<file path="src/rtl/mips_seq_alu.sv">
// Multi-cycle MIPS ALU: valid/ready handshake, 1-bit/cycle shift-add MUL and restoring DIVU.
// Optional signed ADD/SUB overflow flag enabled by defining MIPS_ALU_OVF_EN.
module mips_seq_alu #(
  parameter int WIDTH = 32
) (
  input  logic             clk,
  input  logic             rst,
  input  logic             in_valid,
  output logic             in_ready,
  input  logic [2:0]       alu_control,
  input  logic [WIDTH-1:0] src_a,
  input  logic [WIDTH-1:0] src_b,
  output logic             out_valid,
  input  logic             out_ready,
  output logic [WIDTH-1:0] result_lo,
  output logic [WIDTH-1:0] result_hi,
  output logic             zero,
  output logic             overflow
);

  localparam int CNT_W = $clog2(WIDTH) + 1;

  localparam logic [2:0] OP_AND  = 3'b000;
  localparam logic [2:0] OP_OR   = 3'b001;
  localparam logic [2:0] OP_ADD  = 3'b010;
  localparam logic [2:0] OP_DIVU = 3'b011;
  localparam logic [2:0] OP_SUB  = 3'b100;
  localparam logic [2:0] OP_MUL  = 3'b101;
  localparam logic [2:0] OP_SLTU = 3'b110;
  localparam logic [2:0] OP_SLT  = 3'b111;

  typedef enum logic [1:0] {S_IDLE, S_EXEC, S_DONE} state_t;

  state_t           state_q, state_nx;
  logic [2:0]       op_q;
  logic [WIDTH-1:0] a_q, b_q;
  logic [WIDTH-1:0] acc_hi, acc_lo;
  logic [WIDTH-1:0] acc_hi_nx, acc_lo_nx;
  logic [CNT_W-1:0] cnt_q;
  logic             iterative, last_step;
  logic [WIDTH:0]   mul_sum, div_shift, div_diff;
  logic             div_ge;
  logic [WIDTH-1:0] add_res, sub_res, single_res;

  assign iterative = (op_q == OP_MUL) || (op_q == OP_DIVU);
  assign last_step = (cnt_q == CNT_W'(WIDTH - 1));

  always_ff @(posedge clk) begin
    if (rst) state_q <= S_IDLE;
    else     state_q <= state_nx;
  end

  always_comb begin
    state_nx  = state_q;
    in_ready  = 1'b0;
    out_valid = 1'b0;
    case (state_q)
      S_IDLE: begin
        in_ready = 1'b1;
        if (in_valid) state_nx = S_EXEC;
      end
      S_EXEC: begin
        if (!iterative || last_step) state_nx = S_DONE;
      end
      S_DONE: begin
        out_valid = 1'b1;
        if (out_ready) state_nx = S_IDLE;
      end
      default: state_nx = S_IDLE;
    endcase
  end

  // One iteration step; MUL and DIVU share the acc_hi/acc_lo pair so the
  // final {acc_hi, acc_lo} maps directly onto {result_hi, result_lo}.
  always_comb begin
    mul_sum   = {1'b0, acc_hi} + (acc_lo[0] ? {1'b0, a_q} : '0);
    div_shift = {acc_hi, acc_lo[WIDTH-1]};
    div_ge    = (div_shift >= {1'b0, b_q});
    div_diff  = div_shift - {1'b0, b_q};
    if (op_q == OP_MUL) begin
      acc_hi_nx = mul_sum[WIDTH:1];
      acc_lo_nx = {mul_sum[0], acc_lo[WIDTH-1:1]};
    end else begin
      acc_hi_nx = div_ge ? div_diff[WIDTH-1:0] : div_shift[WIDTH-1:0];
      acc_lo_nx = {acc_lo[WIDTH-2:0], div_ge};
    end
  end

  assign add_res = a_q + b_q;
  assign sub_res = a_q - b_q;

  always_comb begin
    single_res = '0;
    case (op_q)
      OP_AND:  single_res = a_q & b_q;
      OP_OR:   single_res = a_q | b_q;
      OP_ADD:  single_res = add_res;
      OP_SUB:  single_res = sub_res;
      OP_SLTU: single_res = {{(WIDTH-1){1'b0}}, (a_q < b_q)};
      OP_SLT:  single_res = {{(WIDTH-1){1'b0}}, ($signed(a_q) < $signed(b_q))};
      default: single_res = '0;
    endcase
  end

  always_ff @(posedge clk) begin
    if (rst) begin
      cnt_q     <= '0;
      result_lo <= '0;
      result_hi <= '0;
    end else begin
      case (state_q)
        S_IDLE: begin
          if (in_valid) begin
            op_q   <= alu_control;
            a_q    <= src_a;
            b_q    <= src_b;
            cnt_q  <= '0;
            acc_hi <= '0;
            // Multiplier bits are consumed LSB-first, dividend bits MSB-first.
            acc_lo <= (alu_control == OP_MUL) ? src_b : src_a;
          end
        end
        S_EXEC: begin
          if (iterative) begin
            acc_hi <= acc_hi_nx;
            acc_lo <= acc_lo_nx;
            cnt_q  <= cnt_q + 1'b1;
            if (last_step) begin
              result_lo <= acc_lo_nx;
              result_hi <= acc_hi_nx;
            end
          end else begin
            result_lo <= single_res;
            result_hi <= '0;
          end
        end
        default: ;
      endcase
    end
  end

  assign zero = ~|result_lo;

`ifdef MIPS_ALU_OVF_EN
  logic ovf_q, ovf_nx;

  always_comb begin
    ovf_nx = 1'b0;
    if (op_q == OP_ADD)
      ovf_nx = (a_q[WIDTH-1] == b_q[WIDTH-1]) && (add_res[WIDTH-1] != a_q[WIDTH-1]);
    else if (op_q == OP_SUB)
      ovf_nx = (a_q[WIDTH-1] != b_q[WIDTH-1]) && (sub_res[WIDTH-1] != a_q[WIDTH-1]);
  end

  always_ff @(posedge clk) begin
    if (rst)                                ovf_q <= 1'b0;
    else if (state_q == S_IDLE && in_valid) ovf_q <= 1'b0;
    else if (state_q == S_EXEC)             ovf_q <= ovf_nx;
  end

  assign overflow = ovf_q;
`else
  assign overflow = 1'b0;
`endif

endmodule

</file>
<file path="config.mk">
export PLATFORM = sky130hd
export DESIGN_NAME = mips_seq_alu
export DESIGN_NICKNAME = d
export VERILOG_FILES = /design/src/rtl/mips_seq_alu.sv
export SDC_FILE = /design/constraint.sdc
export NUM_CORES = 1
export LEC_CHECK = 0
export CORE_MARGIN = 10
export CORE_UTILIZATION = 40
export CTS_CLUSTER_DIAMETER = 80
export CTS_CLUSTER_SIZE = 10
export DETAILED_ROUTE_END_ITERATION = 16
export HOLD_SLACK_MARGIN = 0.15
export PLACE_DENSITY = 0.55
export SYNTH_ARGS = -nofsm -noshare
export SYNTH_HDL_FRONTEND = slang
export SYNTH_SLANG_ARGS = --single-unit
</file>
<file path="constraint.sdc">
create_clock -name clk -period 9.46 [get_ports clk]
set_clock_uncertainty 0.1 [all_clocks]
set_input_delay 0.946 -clock clk [delete_from_list [all_inputs] [get_ports clk]]
set_output_delay 0.946 -clock clk [all_outputs]
set_load 0.005 [all_outputs]
</file>
==> results of run 1 <==
[sequential cells by signal, summed over array words and instances (netlist names)]
name       count
acc_hi        32
result_hi     32
result_lo     32
b_q           32
op_q           3
state_q        2
cnt_q          6
a_q           32
acc_lo        32
[power by group]
part	leakage [nW]	total, mW	internal [mW]	switching (mW)
clock	0.370	0.946	0.530	0.416
sequential	1.81	1.04	0.996	0.0433
combinational	5.77	0.762	0.293	0.469
[stage by stage]
step           instances  hold slack [ns]  instance area [µm²]   util
2_1_floorplan       2051            0.342                17200      -
3_3_place_gp        2643            0.340                19000  0.451
3_5_place_dp        2643            0.344                19000  0.451
4_1_cts             2691            0.358                19800  0.470
5_1_grt             2691            0.379                19800  0.470
6_report            2691            0.349                19800  0.470
[kinds of logic (layout without fill, tap and decap cells)]
logic type	Yosys count	count (layout)	synth area share
DFF	203	203	0.313
other	1	1	0.000219
adders and majority gates	168	168	0.124
AOI/OAI and AO/OA	706	706	0.265
buffers and inverters	232	333	0.0529
muxes	77	77	0.0471
and+or+nand+nor	596	596	0.163
xor gates and xnor gates	68	68	0.0347
[worst max-delay path: stages, from the launching register on]
cell	delay, ns
edfxtp_1	0.81
and2_1	0.32
ha_1	0.21
fa_1	0.40
a21o_1	0.21
a311o_1	0.40
nand4b_1	0.10
o21ai_0	0.25
a21oi_1	0.41
o21ai_0	0.29
a221o_1	0.40
a211oi_1	0.31
nor3_1	0.08
[worst paths after layout]
path / endpoint / depth (start not counted)
setup / recovery: acc_hi[31] / 12
hold / removal: result_hi[31] / 2
hold reg to reg: result_hi[31] / 2
setup reg to reg: acc_hi[31] / 12
[cells in the final DEF (no fill, tap or decap), drive strengths merged, types with 14 or more instances in the layout]
cell | synthesis | final
mux2i | 48 | 48
o221ai | 16 | 16
a31oi | 25 | 25
clkbuf | 92 | 44
o21bai | 26 | 26
xnor2 | 43 | 43
buf | 19 | 28
inv | 119 | 121
a211oi | 31 | 31
nor2b | 22 | 22
dfxtp | 72 | 72
clkdlybuf4s50 | 0 | 136
nand2 | 203 | 203
edfxtp | 131 | 131
nand2b | 14 | 14
xor2 | 25 | 25
o211ai | 20 | 20
and3 | 14 | 14
o21a | 19 | 19
a21o | 53 | 53
mux2 | 29 | 29
nand3 | 31 | 31
nor3 | 38 | 38
o31ai | 20 | 20
and2 | 46 | 46
nor2 | 160 | 160
ha | 164 | 164
a21oi | 213 | 213
nor4 | 18 | 18
o21ai | 165 | 165
[routing by layer]
| layer | vias to the layer above | track usage | share of wire |
|---|---|---|---|
| met5 | - | 0 | 0 |
| met4 | 0 | 0.114 | 0.049 |
| met3 | 154 | 0.0372 | 0.065 |
| met2 | 691 | 0.421 | 0.46 |
| met1 | 7986 | 0.330 | 0.43 |
| li1 | 7668 | - | - |
[layout make-up]
type                            count  share of cell area
Sequential cell                   203               0.272
Clock inverter                      4             0.00209
Multi-Input combinational cell   1616               0.553
Clock buffer                       44              0.0373
Timing Repair Buffer              164              0.0793
Inverter                          121              0.0229
Tap cell                          539              0.0341
==> impl_metrics.json, run 1 <==
{
  "core_area_um2": 42100,
  "hold_viol": 0,
  "clk_pin_slew_ns": 0.06,
  "multi_input_area_um2": 10900,
  "port_buffers": 137,
  "max_cap_viol_count": 0,
  "ff_latch_area_um2": 5380,
  "synth.distinct_cells": 90,
  "vias": 16499,
  "fin_crit_ns": 4.61,
  "htree_levels": 1,
  "synth_top_area_cell": "edfxtp_1",
  "grt-ovfl-total": 0,
  "clock_latency_ns": 0.58,
  "min_path_type": "reg -> reg",
  "syn_nets": 2290,
  "cts_resized": 0,
  "synth-seq-cells": 203,
  "worst_pin_slew_ns": 1.11,
  "synth_most_common_cell": "a21oi_1",
  "r2r-start": "acc_lo[0]",
  "grt_pass1_wl_um": 101000,
  "grt_max_degree": 74,
  "fin_crit_sh": 0.487,
  "synth_ff_type": "edfxtp_1",
  "die_w_um": 227,
  "row_count": 75,
  "hp-start": "result_hi[31]",
  "synthTopCellsByArea": "edfxtp_1 23%, ha_1 12%, dfxtp_1 8.4%",
  "grt_pass1_vias": 15916,
  "cts_tree": "yes",
  "synth_common_cells": "212 x a21oi_1, 203 x nand2_1, 164 x ha_1, 159 x nor2_1, 158 x o21ai_0",
  "async_reset_ff_frac": 0,
  "fillCellCount": 4183,
  "die_y_um": 227,
  "cp-end-kind": "flip-flop",
  "fin_setup_tns_ns": 0,
  "hold_buffers": 0,
  "synth_cells": 2051,
  "cts_root_buf": "clkbuf_16",
  "p_total_mw": 2.75,
  "cts_buffers": 26,
  "wl_per_cell_um": 25.2,
  "dp_hpwl_um": 50100,
  "worst_ir_drop_vdd_mv": 0.131,
  "track_usage": 0.257,
  "setup_viol": 0,
  "avgSynthCellArea_um2": 8.36,
  "cp_data_required_time_ns": 9.64,
  "drt_iter0_drc": 1412,
  "startpoint": "acc_lo[0]",
  "fmax_ghz": 0.217,
  "io_pins": 139,
  "crit_path_start_kind": "flip-flop",
  "drt_pass1_iterations": 6,
  "critPathKind": "reg -> reg",
  "antenna_found_initial": 0,
  "yosys_warnings": 0,
  "dieArea_um2": 51600,
  "relSlewSlack": 0.260,
  "rsz0062_at_grt": "false",
  "power_density_nw_per_um2": 139,
  "slew_viol_final": 0,
  "synth_edf_count": 131,
  "syn2layout_area_growth_pct": 15.4,
  "reg2reg_slack_ns": 4.85,
  "nNetsFinal": 2371,
  "ys_seq_area_frac": 0.313,
  "drive_gt1_frac": 0.0562,
  "cts_buffer_depth": 3,
  "finalWirelength_um": 67900,
  "initial_core_util": 0.407,
  "vias_per_cell": 6.13,
  "place_congestion": 0.980,
  "dp_slack_ns": 4.89,
  "final_antenna_net_count": 0,
  "yosys.area.top_type_share": 0.229,
  "antennaDiodeCount": 0,
  "leakage_nw": 7.94,
  "drcViolationCount": 0,
  "worstPathArrival_ns": 4.79,
  "post-cts-setup-buffers": 0,
  "numClockSinks": 203,
  "cp_max_fo": 34,
  "timing.final.ws_setup_ns": 4.85,
  "netlist_area_um2": 17200,
  "outcome": "completed"
}
(Power assumes the default switching activity.)
==> run 2: changes to the inputs <==
==> constraint.sdc (replaced) <==
create_clock -name clk -period 4.8 [get_ports clk]
set_clock_uncertainty 0.1 [all_clocks]
set_input_delay 0.48 -clock clk [delete_from_list [all_inputs] [get_ports clk]]
set_output_delay 0.48 -clock clk [all_outputs]
set_load 0.005 [all_outputs]
==> run 2 against run 1 <==
Sequential power grew 97%. Non-clock buffer count grew 13. Routed wire length grew 1.7%. Critical path depth is the same. Flip-flop and latch count is the same. Count of clock-buffer cells in the layout is the same. Total power grew 100%. Sequential share of layout area shrank 0.17 points. Die area is the same. Critical path type unchanged. Highest routed layer unchanged.
==> impl_metrics.json, run 2 (synthesis gave the netlist of run 1 again) <==
{
  "layout_common_cells": "212 x a21oi_1, 202 x nand2_1, 164 x ha_1, 158 x o21ai_0, 154 x nor2_1",
  "holdPathStages": 2,
  "rsz0062_at_grt": "false",
  "reg2reg_depth": 12,
  "final_cells": 2704,
  "track_usage": 0.263,
  "power_density_nw_per_um2": 276,
  "port_buffers": 137,
  "utilization": 0.473,
  "row_count": 75,
  "cts_root_buf": "clkbuf_16",
  "fin_crit_sh": 0.887,
  "drcViolationCount": 0,
  "initial_core_util": 0.407,
  "drive_gt1_frac": 0.0610,
  "final_antenna_net_count": 0,
  "wl_per_cell_um": 25.5,
  "drt_pass1_iterations": 5,
  "htree_levels": 1,
  "fmax_ghz": 0.235,
  "critPathKind": "reg -> reg",
  "critPathMaxStageDelay_ns": 0.59,
  "cp_data_required_time_ns": 4.98,
  "vias_per_cell": 6.05,
  "core_area_um2": 42100,
  "seq_power_share": 0.373,
  "worstPathArrival_ns": 4.44,
  "numClockSinks": 203,
  "antenna_found_initial": 0,
  "cts_buffer_depth": 3,
  "post-cts-setup-buffers": 0,
  "power_frac_clock": 0.349,
  "outcome": "completed",
  "final_common_cell": "a21oi_1",
  "cp_cell_sequence": "and2_1 > ha_1 > fa_1 > a21o_1 > a311o_1 > nand4b_1 > o21ai_0 > a21oi_1 > o21ai_0 > a221o_1 > a211oi_1 > nor3_1",
  "finalWirelength_um": 69100,
  "grt_pass1_wl_um": 103000,
  "dpl.cell_count": 2656,
  "leakage_nw": 8.03,
  "die_w_um": 227,
  "worst_ir_drop_vdd_mv": 0.268,
  "antennaDiodeCount": 0,
  "cts_tree": "yes",
  "worst_pin_slew_ns": 1.29,
  "fin_crit_ns": 4.26,
  "drt_iter0_drc": 1548,
  "cts_resized": 0,
  "cts_buffers": 26,
  "switchingPower_mw": 1.83,
  "p_int_mw": 3.66,
  "swShare": 0.334,
  "min_path_type": "reg -> reg",
  "clock_latency_ns": 0.56,
  "grt-ovfl-total": 0,
  "hold_buffers": 0,
  "cp_max_fo": 13,
  "cpMostUsedCell": "o21ai_0",
  "grt_pass1_vias": 16055,
  "clk_pin_slew_ns": 0.06,
  "slew_viol_final": 0,
  "crit_path_start_kind": "flip-flop",
  "grt_max_degree": 60,
  "cp-end-kind": "flip-flop",
  "dieArea_um2": 51600,
  "place_congestion": 0.996,
  "max_cap_viol_count": 0,
  "combPwrFrac": 0.278,
  "hold_viol": 0,
  "setup_viol": 0,
  "fin_setup_tns_ns": 0,
  "vias": 16349,
  "relSlewSlack": 0.134,
  "dp_hpwl_um": 53100,
  "nNetsFinal": 2384,
  "io_pins": 139,
  "crit_slowest_cell": "edfxtp_1",
  "p_total_mw": 5.49,
  "syn2layout_area_growth_pct": 16.1,
  "die_y_um": 227
}
run 2: cell types whose count changed in the layout (fill, tap and decap cells not counted), sizes merged:
cell and change:
buf +13, bufinv +1, clkinvlp -1
run 2: area by class of cell:
type / count / area, µm²
clock buffers: 44 / 749
well taps: 539 / 674
inverters: 121 / 454
repair buffers: 177 / 1690
clock inverters: 4 / 52.6
multi-input cells: 1616 / 10900
flip-flops and latches: 203 / 5380
fillers: 4155 / 22200
run 2: worst paths after layout:
check                startpoint             to  slack [ns]
setup / recovery      acc_lo[0]     acc_hi[31]        0.54
hold / removal    result_hi[29]  result_hi[29]        0.35
setup reg to reg      acc_lo[0]     acc_hi[31]        0.54
hold reg to reg   result_hi[29]  result_hi[29]        0.35
run 2: critical path: cells and delay by family (launching register included):
family / cells / cell delay (ns)
AOI/OAI and AO/OA: 7 / 2.26
adders and majority gates: 2 / 0.63
DFF: 1 / 0.59
and+or+nand+nor: 3 / 0.40
run 2: through the flow:
step	setup WS [ns]	hold WS (ns)	area (µm²)
2_1_floorplan	0.357	0.342	17200
3_3_place_gp	0.655	0.338	19100
3_5_place_dp	0.608	0.340	19100
4_1_cts	0.589	0.354	19900
5_1_grt	0.312	0.380	19900
6_report	0.541	0.347	19900
run 2: metal layers:
| layer | up-vias | track usage | share of wire |
|---|---|---|---|
| li1 | 7716 | - | - |
| met1 | 7914 | 0.334 | 0.43 |
| met2 | 581 | 0.440 | 0.47 |
| met3 | 138 | 0.0396 | 0.060 |
| met4 | 0 | 0.107 | 0.044 |
| met5 | - | 0 | 0 |
run 2: power groups by stage:
| stage | Clock [mW] | Sequential [mW] | Combinational, mW |
|---|---|---|---|
| after floorplan | 0 | 2.05 | 0.988 |
| after global placement | 0 | 2.08 | 1.50 |
| after detailed placement | 0 | 2.08 | 1.50 |
| after CTS | 1.95 | 2.05 | 1.51 |
| after global routing | 2.02 | 2.05 | 1.66 |
| final | 1.92 | 2.05 | 1.53 |
